`src/rtl/imem_pkg.sv`:
```
// ---------------------------------------------------------------------------
// imem_pkg
// Shared definitions for the instruction-memory loader:
//   - imem_state_e  : controller states (IDLE, LOAD, RUN)
//   - NOP_WORD      : fill / error word (addi x0,x0,0)
//   - decode_fetch(): word index plus alignment/range check for a byte address
// ---------------------------------------------------------------------------
package imem_pkg;

  localparam logic [31:0] NOP_WORD = 32'h0000_0013;

  typedef enum logic [1:0] {
    IDLE = 2'd0,
    LOAD = 2'd1,
    RUN  = 2'd2
  } imem_state_e;

  typedef struct packed {
    logic        err;       // misaligned or beyond the end of memory
    logic [29:0] word_idx;  // byte address divided by four
  } fetch_decode_t;

  // The range test is done on 33 bits so that a memory filling the whole
  // 32-bit address space cannot overflow the limit computation.
  function automatic fetch_decode_t decode_fetch(input logic [31:0] addr,
                                                 input int unsigned num_words);
    fetch_decode_t r;
    logic [32:0]   limit;
    limit      = 33'(num_words) << 2;
    r.word_idx = addr[31:2];
    r.err      = (addr[1:0] != 2'b00) || ({1'b0, addr} >= limit);
    return r;
  endfunction

endpackage

```
`src/rtl/instr_mem_loader_if.sv`:
```
// ---------------------------------------------------------------------------
// instr_mem_loader_if
// Bundles the byte-loader stream and the core fetch port of the instruction
// memory.
//   master : download source + core (drives load/byte/fetch requests)
//   slave  : instr_mem_loader (drives ready/overflow/busy and fetch response)
// Loader : load_start, ld_byte_valid, ld_byte[7:0], ld_last -> ld_byte_ready,
//          ld_overflow, busy
// Fetch  : fetch_req, fetch_addr[31:0] -> fetch_valid, fetch_instr[31:0],
//          fetch_err
// ---------------------------------------------------------------------------
interface instr_mem_loader_if;

  logic        load_start;
  logic        ld_byte_valid;
  logic [7:0]  ld_byte;
  logic        ld_last;
  logic        ld_byte_ready;
  logic        ld_overflow;
  logic        busy;

  logic        fetch_req;
  logic [31:0] fetch_addr;
  logic        fetch_valid;
  logic [31:0] fetch_instr;
  logic        fetch_err;

  modport master (
    output load_start, ld_byte_valid, ld_byte, ld_last, fetch_req, fetch_addr,
    input  ld_byte_ready, ld_overflow, busy, fetch_valid, fetch_instr, fetch_err
  );

  modport slave (
    input  load_start, ld_byte_valid, ld_byte, ld_last, fetch_req, fetch_addr,
    output ld_byte_ready, ld_overflow, busy, fetch_valid, fetch_instr, fetch_err
  );

endinterface

```
`src/rtl/instr_mem_loader_ld_byte_assembler.sv`:
```
// ---------------------------------------------------------------------------
// ld_byte_assembler
// Packs a little-endian byte stream into 32-bit words.
//   clk, n_rst        : clock, asynchronous active-low reset
//   clear_i           : drop any partial word and restart at byte 0
//   accept_i          : a byte is taken this cycle
//   byte_i[7:0]       : the byte being taken
//   last_i            : the byte being taken is the final one of the stream
//   word_done_o       : fourth byte taken; word_o is a complete word
//   partial_flush_o   : last byte taken before the word filled; word_o holds
//                       the partial word with unfilled upper bytes zero
//   word_o[31:0]      : assembled word including the byte being taken
// ---------------------------------------------------------------------------
module ld_byte_assembler (
  input  logic        clk,
  input  logic        n_rst,
  input  logic        clear_i,
  input  logic        accept_i,
  input  logic [7:0]  byte_i,
  input  logic        last_i,
  output logic        word_done_o,
  output logic        partial_flush_o,
  output logic [31:0] word_o
);

  logic [1:0]  byte_cnt_q, byte_cnt_d;
  logic [31:0] asm_q, asm_d;

  // Lane gi takes the incoming byte when it is the current slot; other lanes
  // come from the register. Lanes above the current slot are always zero
  // because asm_q is cleared after every word, which gives the zero padding
  // of a partial flush for free.
  generate
    for (genvar gi = 0; gi < 4; gi++) begin : g_lane
      assign word_o[8*gi +: 8] = (byte_cnt_q == 2'(gi)) ? byte_i : asm_q[8*gi +: 8];
    end
  endgenerate

  assign word_done_o     = accept_i && (byte_cnt_q == 2'd3);
  assign partial_flush_o = accept_i && last_i && (byte_cnt_q != 2'd3);

  always_comb begin
    byte_cnt_d = byte_cnt_q;
    asm_d      = asm_q;
    if (clear_i) begin
      byte_cnt_d = 2'd0;
      asm_d      = 32'h0;
    end else if (accept_i) begin
      if (word_done_o || last_i) begin
        byte_cnt_d = 2'd0;
        asm_d      = 32'h0;
      end else begin
        byte_cnt_d = byte_cnt_q + 2'd1;
        asm_d      = word_o;
      end
    end
  end

  always_ff @(posedge clk or negedge n_rst) begin
    if (!n_rst) begin
      byte_cnt_q <= 2'd0;
      asm_q      <= 32'h0;
    end else begin
      byte_cnt_q <= byte_cnt_d;
      asm_q      <= asm_d;
    end
  end

endmodule

```
`src/rtl/instr_mem_loader.sv`:
```
// ---------------------------------------------------------------------------
// instr_mem_loader
// Instruction memory for the single-cycle RV32I core with a byte-serial
// program loader in front of it.
//   clk, n_rst : clock, asynchronous active-low reset (memory refills NOPs)
//   bus        : instr_mem_loader_if.slave
//                loader side  - load_start, ld_byte_valid, ld_byte, ld_last
//                               -> ld_byte_ready, ld_overflow, busy
//                fetch side   - fetch_req, fetch_addr
//                               -> fetch_valid, fetch_instr, fetch_err
// Parameter NUM_WORDS: memory depth in words, power of two, >= 4.
// ---------------------------------------------------------------------------
module instr_mem_loader
  import imem_pkg::*;
#(
  parameter int unsigned NUM_WORDS = 64
) (
  input  logic               clk,
  input  logic               n_rst,
  instr_mem_loader_if.slave  bus
);

  localparam int unsigned      ADDR_W   = $clog2(NUM_WORDS);
  localparam logic [ADDR_W:0]  FULL_CNT = (ADDR_W + 1)'(NUM_WORDS);

  imem_state_e       state_q;
  logic              ld_byte_ready_q;
  logic              ld_overflow_q;
  logic              busy_q;
  logic              fetch_valid_q;
  logic              fetch_err_q;
  logic [31:0]       fetch_instr_q;
  logic [ADDR_W:0]   word_cnt_q;

  logic [31:0]       mem_q [NUM_WORDS];

  logic              byte_accept;
  logic              word_done;
  logic              partial_flush;
  logic              mem_full;
  logic              mem_we;
  logic [31:0]       asm_word;
  fetch_decode_t     fetch_dec;
  logic              unused_idx_hi;

  // load_start has priority over a byte offered in the same cycle: the load
  // restarts and that byte is not taken.
  assign byte_accept = bus.ld_byte_valid && ld_byte_ready_q && !bus.load_start;
  assign mem_full    = (word_cnt_q == FULL_CNT);
  assign mem_we      = (word_done || partial_flush) && !mem_full;
  assign fetch_dec   = decode_fetch(bus.fetch_addr, NUM_WORDS);

  // Index bits above the memory depth only matter to the range check.
  assign unused_idx_hi = ^fetch_dec.word_idx[29:ADDR_W];

  ld_byte_assembler u_asm (
    .clk             (clk),
    .n_rst           (n_rst),
    .clear_i         (bus.load_start),
    .accept_i        (byte_accept),
    .byte_i          (bus.ld_byte),
    .last_i          (bus.ld_last),
    .word_done_o     (word_done),
    .partial_flush_o (partial_flush),
    .word_o          (asm_word)
  );

  // Program storage. Reset refills every word with NOP so that a short
  // download followed by a stray fetch executes harmless instructions.
  always_ff @(posedge clk or negedge n_rst) begin
    if (!n_rst) begin
      for (int unsigned i = 0; i < NUM_WORDS; i++) begin
        mem_q[i] <= NOP_WORD;
      end
    end else if (mem_we) begin
      mem_q[word_cnt_q[ADDR_W-1:0]] <= asm_word;
    end
  end

  // Controller with registered outputs.
  always_ff @(posedge clk or negedge n_rst) begin
    if (!n_rst) begin
      state_q         <= IDLE;
      ld_byte_ready_q <= 1'b0;
      ld_overflow_q   <= 1'b0;
      busy_q          <= 1'b1;
      fetch_valid_q   <= 1'b0;
      fetch_instr_q   <= NOP_WORD;
      fetch_err_q     <= 1'b0;
      word_cnt_q      <= '0;
    end else begin
      fetch_valid_q <= 1'b0;
      fetch_err_q   <= 1'b0;
      if (bus.load_start) begin
        // Entering LOAD from any state, including a restart mid-load.
        // A fetch requested in the same cycle gets no response.
        state_q         <= LOAD;
        ld_byte_ready_q <= 1'b1;
        busy_q          <= 1'b1;
        ld_overflow_q   <= 1'b0;
        word_cnt_q      <= '0;
      end else begin
        case (state_q)
          IDLE: begin
          end
          LOAD: begin
            if (byte_accept) begin
              if (word_done || partial_flush) begin
                if (mem_full) begin
                  ld_overflow_q <= 1'b1;
                end else begin
                  word_cnt_q <= word_cnt_q + 1'b1;
                end
              end
              if (bus.ld_last) begin
                state_q         <= RUN;
                ld_byte_ready_q <= 1'b0;
                busy_q          <= 1'b0;
              end
            end
          end
          RUN: begin
            if (bus.fetch_req) begin
              fetch_valid_q <= 1'b1;
              fetch_err_q   <= fetch_dec.err;
              fetch_instr_q <= fetch_dec.err ? NOP_WORD
                                             : mem_q[fetch_dec.word_idx[ADDR_W-1:0]];
            end
          end
          default: begin
            state_q         <= IDLE;
            ld_byte_ready_q <= 1'b0;
            busy_q          <= 1'b1;
          end
        endcase
      end
    end
  end

  assign bus.ld_byte_ready = ld_byte_ready_q;
  assign bus.ld_overflow   = ld_overflow_q;
  assign bus.busy          = busy_q;
  assign bus.fetch_valid   = fetch_valid_q;
  assign bus.fetch_instr   = fetch_instr_q;
  assign bus.fetch_err     = fetch_err_q;

endmodule

```
`src/flat_wrapper.sv`:
```
// flat-port wrapper written by rule: the top's interface ports become plain ports
module instr_mem_loader_flat import imem_pkg::*;
#(
  parameter int unsigned NUM_WORDS = 64
)
  (clk, n_rst, bus_load_start, bus_ld_byte_valid, bus_ld_byte, bus_ld_last, bus_fetch_req, bus_fetch_addr, bus_ld_byte_ready, bus_ld_overflow, bus_busy, bus_fetch_valid, bus_fetch_instr, bus_fetch_err);
  instr_mem_loader_if bus_i ();
  input  logic clk;
  input  logic n_rst;
  input wire logic [$bits(bus_i.load_start)-1:0] bus_load_start;
  input wire logic [$bits(bus_i.ld_byte_valid)-1:0] bus_ld_byte_valid;
  input wire logic [$bits(bus_i.ld_byte)-1:0] bus_ld_byte;
  input wire logic [$bits(bus_i.ld_last)-1:0] bus_ld_last;
  input wire logic [$bits(bus_i.fetch_req)-1:0] bus_fetch_req;
  input wire logic [$bits(bus_i.fetch_addr)-1:0] bus_fetch_addr;
  output wire logic [$bits(bus_i.ld_byte_ready)-1:0] bus_ld_byte_ready;
  output wire logic [$bits(bus_i.ld_overflow)-1:0] bus_ld_overflow;
  output wire logic [$bits(bus_i.busy)-1:0] bus_busy;
  output wire logic [$bits(bus_i.fetch_valid)-1:0] bus_fetch_valid;
  output wire logic [$bits(bus_i.fetch_instr)-1:0] bus_fetch_instr;
  output wire logic [$bits(bus_i.fetch_err)-1:0] bus_fetch_err;
  assign bus_i.load_start = bus_load_start;
  assign bus_i.ld_byte_valid = bus_ld_byte_valid;
  assign bus_i.ld_byte = bus_ld_byte;
  assign bus_i.ld_last = bus_ld_last;
  assign bus_i.fetch_req = bus_fetch_req;
  assign bus_i.fetch_addr = bus_fetch_addr;
  assign bus_ld_byte_ready = bus_i.ld_byte_ready;
  assign bus_ld_overflow = bus_i.ld_overflow;
  assign bus_busy = bus_i.busy;
  assign bus_fetch_valid = bus_i.fetch_valid;
  assign bus_fetch_instr = bus_i.fetch_instr;
  assign bus_fetch_err = bus_i.fetch_err;
  instr_mem_loader #(.NUM_WORDS(NUM_WORDS)) u_core (.clk(clk), .n_rst(n_rst), .bus(bus_i));
endmodule
```
`config.mk`:
```
export PLATFORM = sky130hd
export DESIGN_NAME = instr_mem_loader_flat
export DESIGN_NICKNAME = d
export VERILOG_FILES = /design/src/rtl/imem_pkg.sv /design/src/rtl/instr_mem_loader_if.sv /design/src/rtl/instr_mem_loader_ld_byte_assembler.sv /design/src/rtl/instr_mem_loader.sv /design/src/flat_wrapper.sv
export SDC_FILE = /design/constraint.sdc
export NUM_CORES = 2
export LEC_CHECK = 0
export CAP_MARGIN = 20
export CORE_UTILIZATION = 55
export CTS_CLUSTER_SIZE = 25
export DETAILED_ROUTE_END_ITERATION = 8
export PLACE_DENSITY = 0.74
export SYNTH_ARGS = -nofsm -noshare
export SYNTH_HDL_FRONTEND = slang
export SYNTH_HIERARCHICAL = 1
export SYNTH_SLANG_ARGS = --single-unit
```
`constraint.sdc`:
```
create_clock -name clk -period 3.7 [get_ports clk]
set_input_delay 0.74 -clock clk [delete_from_list [all_inputs] [get_ports clk]]
set_output_delay 0.74 -clock clk [all_outputs]
set_load 0.02 [all_outputs]
```
==> results.json <==
{
  "run_status": "finished clean",
  "yosys-mux-area-fraction_pct": 37.51,
  "vias_per_cell": 6.346,
  "port_buffers": 82,
  "gr-total-overflow": 0,
  "hold_viol_final": 0,
  "dieArea_um2": 178600,
  "fmax_mhz": 314.9,
  "maxCapViolCount": 0,
  "yosys-top-cells-area": "dfrtp_1 50%, mux2_2 24%, mux4_2 9.8%",
  "finalCritPeriodShare_pct": 85.83,
  "io_pins": 83,
  "layout_common_cells": "2,062 x mux2_2, 1,931 x dfrtp_1, 425 x mux4_2",
  "fin_area_um2": 109800,
  "cts_buffers": 212,
  "grt_antenna_before_repair": 18,
  "fillers": 12530,
  "syn_area_per_cell_um2": 15.49,
  "htree_num_levels": 4,
  "place.gp.congestion": 0.8981,
  "async_flop_share_pct": 100.0,
  "grt_max_degree": 122,
  "synth.ff_latch_count": 2127,
  "synthAdderAreaFrac_pct": 0.09002,
  "slew_headroom_pct": 20.20,
  "grt_first_pass_wirelength_um": 382700,
  "yosysSeqAreaShare_pct": 54.96,
  "drtAntennaViolNets": 0,
  "drc": 0,
  "row_count": 153,
  "mostFrequentLayoutCell": "mux2_2",
  "slew_viol_final": 0,
  "grt_pass1_vias": 59240,
  "place_ws_ps": -114.7,
  "placed_area_um2": 102600,
  "end_kind": "flop",
  "fin_cells": 8810,
  "fp.coreArea_um2": 174800,
  "synth_top_family_by_area": "multiplexers",
  "synth_nets": 6335,
  "drive_gt1_share_pct": 54.10,
  "placedCellCount": 8405,
  "power.total_w": 0.04750,
  "required_ps": 4440,
  "worstMarginPinSlew_ps": 1197,
  "post_cts_buffers": 0,
  "min_period_ps": 3176,
  "p_leak_nw": 53.18,
  "via_count": 55910,
  "wl_per_cell_um": 28.17,
  "initial_utilization_pct": 55.67,
  "cts_buffer_depth": 3,
  "die_y_um": 422.6,
  "finalSetupViolCount": 0,
  "dr.pass1.iters": 6,
  "drt_iter0_markers": 4500,
  "synth_xor_area_share_pct": 0.05401,
  "synth_compound_area_share_pct": 2.491,
  "clkTransAtPathRegs_ps": 60,
  "yosys_warnings": 6,
  "syn_inst": 6282,
  "fp.dieW_um": 422.6,
  "synth_top_area_cell": "dfrtp_1",
  "clock_skew_ps": 48.43,
  "cts_tree": "built",
  "arrival_ps": 3920,
  "layout.nets": 6349,
  "setup_ws_ps": 524.3,
  "cts_sinks": 2127,
  "path_max_fanout": 22,
  "drt-total-wl_um": 248200,
  "peakVddDrop_v": 0.0003845,
  "yosysTopAreaCellShare_pct": 49.67,
  "min_path_type": "reg -> reg",
  "place_hpwl_um": 159000,
  "track_usage_pct": 28.31,
  "crit_path_start_kind": "flop",
  "setup_tns_ps": 0,
  "yosys.cell_types.count": 63,
  "worstSetupPathType": "reg -> reg",
  "cts_root_buffer": "clkbuf_16",
  "synth_flop_cell": "dfrtp_1",
  "synthSimpleGateAreaFrac_pct": 1.745,
  "areaGrowthSynthToFinish_pct": 12.89,
  "synthesis.area_um2": 97290,
  "synth_edf_count": 0,
  "p_per_area_nw_per_um2": 432.5,
  "rsz0062_at_grt": "no",
  "clk_latency_ps": 860
}
## power by group
group,leakage (nW),switching [W],total (W),internal (W)
combinational,20.6,0.00152,0.00224,0.000720
clock,3.53,0.00938,0.0219,0.0125
sequential,29.0,0.0000319,0.0234,0.0233
## layer usage
layer / part of all wire (%) / track usage (%)
met1: 44 / 40.47
met2: 47 / 44.34
met3: 5.6 / 4.924
met4: 3.1 / 8.949
met5: 0.019 / 0
## area by class of cell
type	count	area [µm²]	share of cell area (%)
diodes	5	12.51	0.01139
clock inverters	69	829.5	0.7553
flip-flops and latches	2127	53470	48.68
inverters	5	18.77	0.01709
well taps	2325	2909	2.649
multi-input cells	3506	40980	37.31
clock buffers	329	6346	5.778
repair buffers	444	5268	4.796
## per-stage QoR
step,utilization (%),hold slack (ps)
after CTS,62.82,483.8
after global routing,62.84,494.3
after floorplan,-,444.4
after global placement,58.71,461.7
final,62.84,483.1
after detailed placement,58.71,468.4
## state kept, by name (all words and copies together), names as in the netlist
register,cells
u_core/state_q,2
u_core/word_cnt_q,7
u_core/bus.ld_overflow,1
u_core/bus.fetch_err,1
u_core/bus.busy,1
u_core/u_asm/byte_cnt_q,2
u_core/bus.fetch_instr,32
u_core/mem_q,2048
u_core/bus.fetch_valid,1
u_core/u_asm/asm_q,32
## kinds of logic (layout without fill, tap and decap cells)
group                      after synthesis  count (layout)
buffers and inverters                  649             847
xor gates and xnor gates                 6               6
muxes                                 2849            2849
DFF                                   2127            2127
AOI/OAI and AO/OA                      328             328
other                                    0               5
adders and majority gates                7               7
and+or+nand+nor                        316             316
## cell usage after synthesis (48+ instances only)
| library cell | n |
|---|---|
| mux2_2 | 2062 |
| dfrtp_1 | 1931 |
| mux2_1 | 64 |
| buf_1 | 51 |
| buf_2 | 247 |
| nand2_1 | 110 |
| a22oi_1 | 81 |
| buf_4 | 62 |
| a21oi_1 | 48 |
| mux2i_1 | 298 |
| clkbuf_1 | 271 |
| dfstp_2 | 196 |
| mux4_2 | 425 |
## worst paths after layout
| path | from | end | slack [ps] | cells past startpoint |
|---|---|---|---|---|
| worst max-delay path | u_core/u_asm/byte_cnt_q[0]$_DFFE_PN0P_ | u_core/mem_q[1482]$_DFFE_PN0P_ | 520 | 8 |
| worst min-delay path | u_core/mem_q[458]$_DFFE_PN0P_ | u_core/mem_q[458]$_DFFE_PN0P_ | 480 | 1 |
| worst max register to register | u_core/u_asm/byte_cnt_q[0]$_DFFE_PN0P_ | u_core/mem_q[1482]$_DFFE_PN0P_ | 520 | 8 |
| worst min register to register | u_core/mem_q[458]$_DFFE_PN0P_ | u_core/mem_q[458]$_DFFE_PN0P_ | 480 | 1 |
| max in group asynchronous | n_rst | u_core/mem_q[1504]$_DFFE_PN1P_ | 1880 | 4 |
| min in group asynchronous | n_rst | u_core/mem_q[131]$_DFFE_PN0P_ | 530 | 2 |
## what timing repair did
| item | 4_1_cts | 5_1_grt |
|---|---|---|
| hold buffers | 1 | 0 |
| gates resized for setup | 0 | 0 |
| endpoints found under the hold margin | 63 | 0 |
## worst max-delay path, cell delays in order, from the launching register on
cell	delay [ps]
dfrtp_1	420
ha_1	270
and3b_2	250
or2_2	210
o31ai_2	160
nor4_2	840
nand2_2	290
buf_12	280
mux2_2	290
No activity file was read; power rests on OpenSTA's default activity.
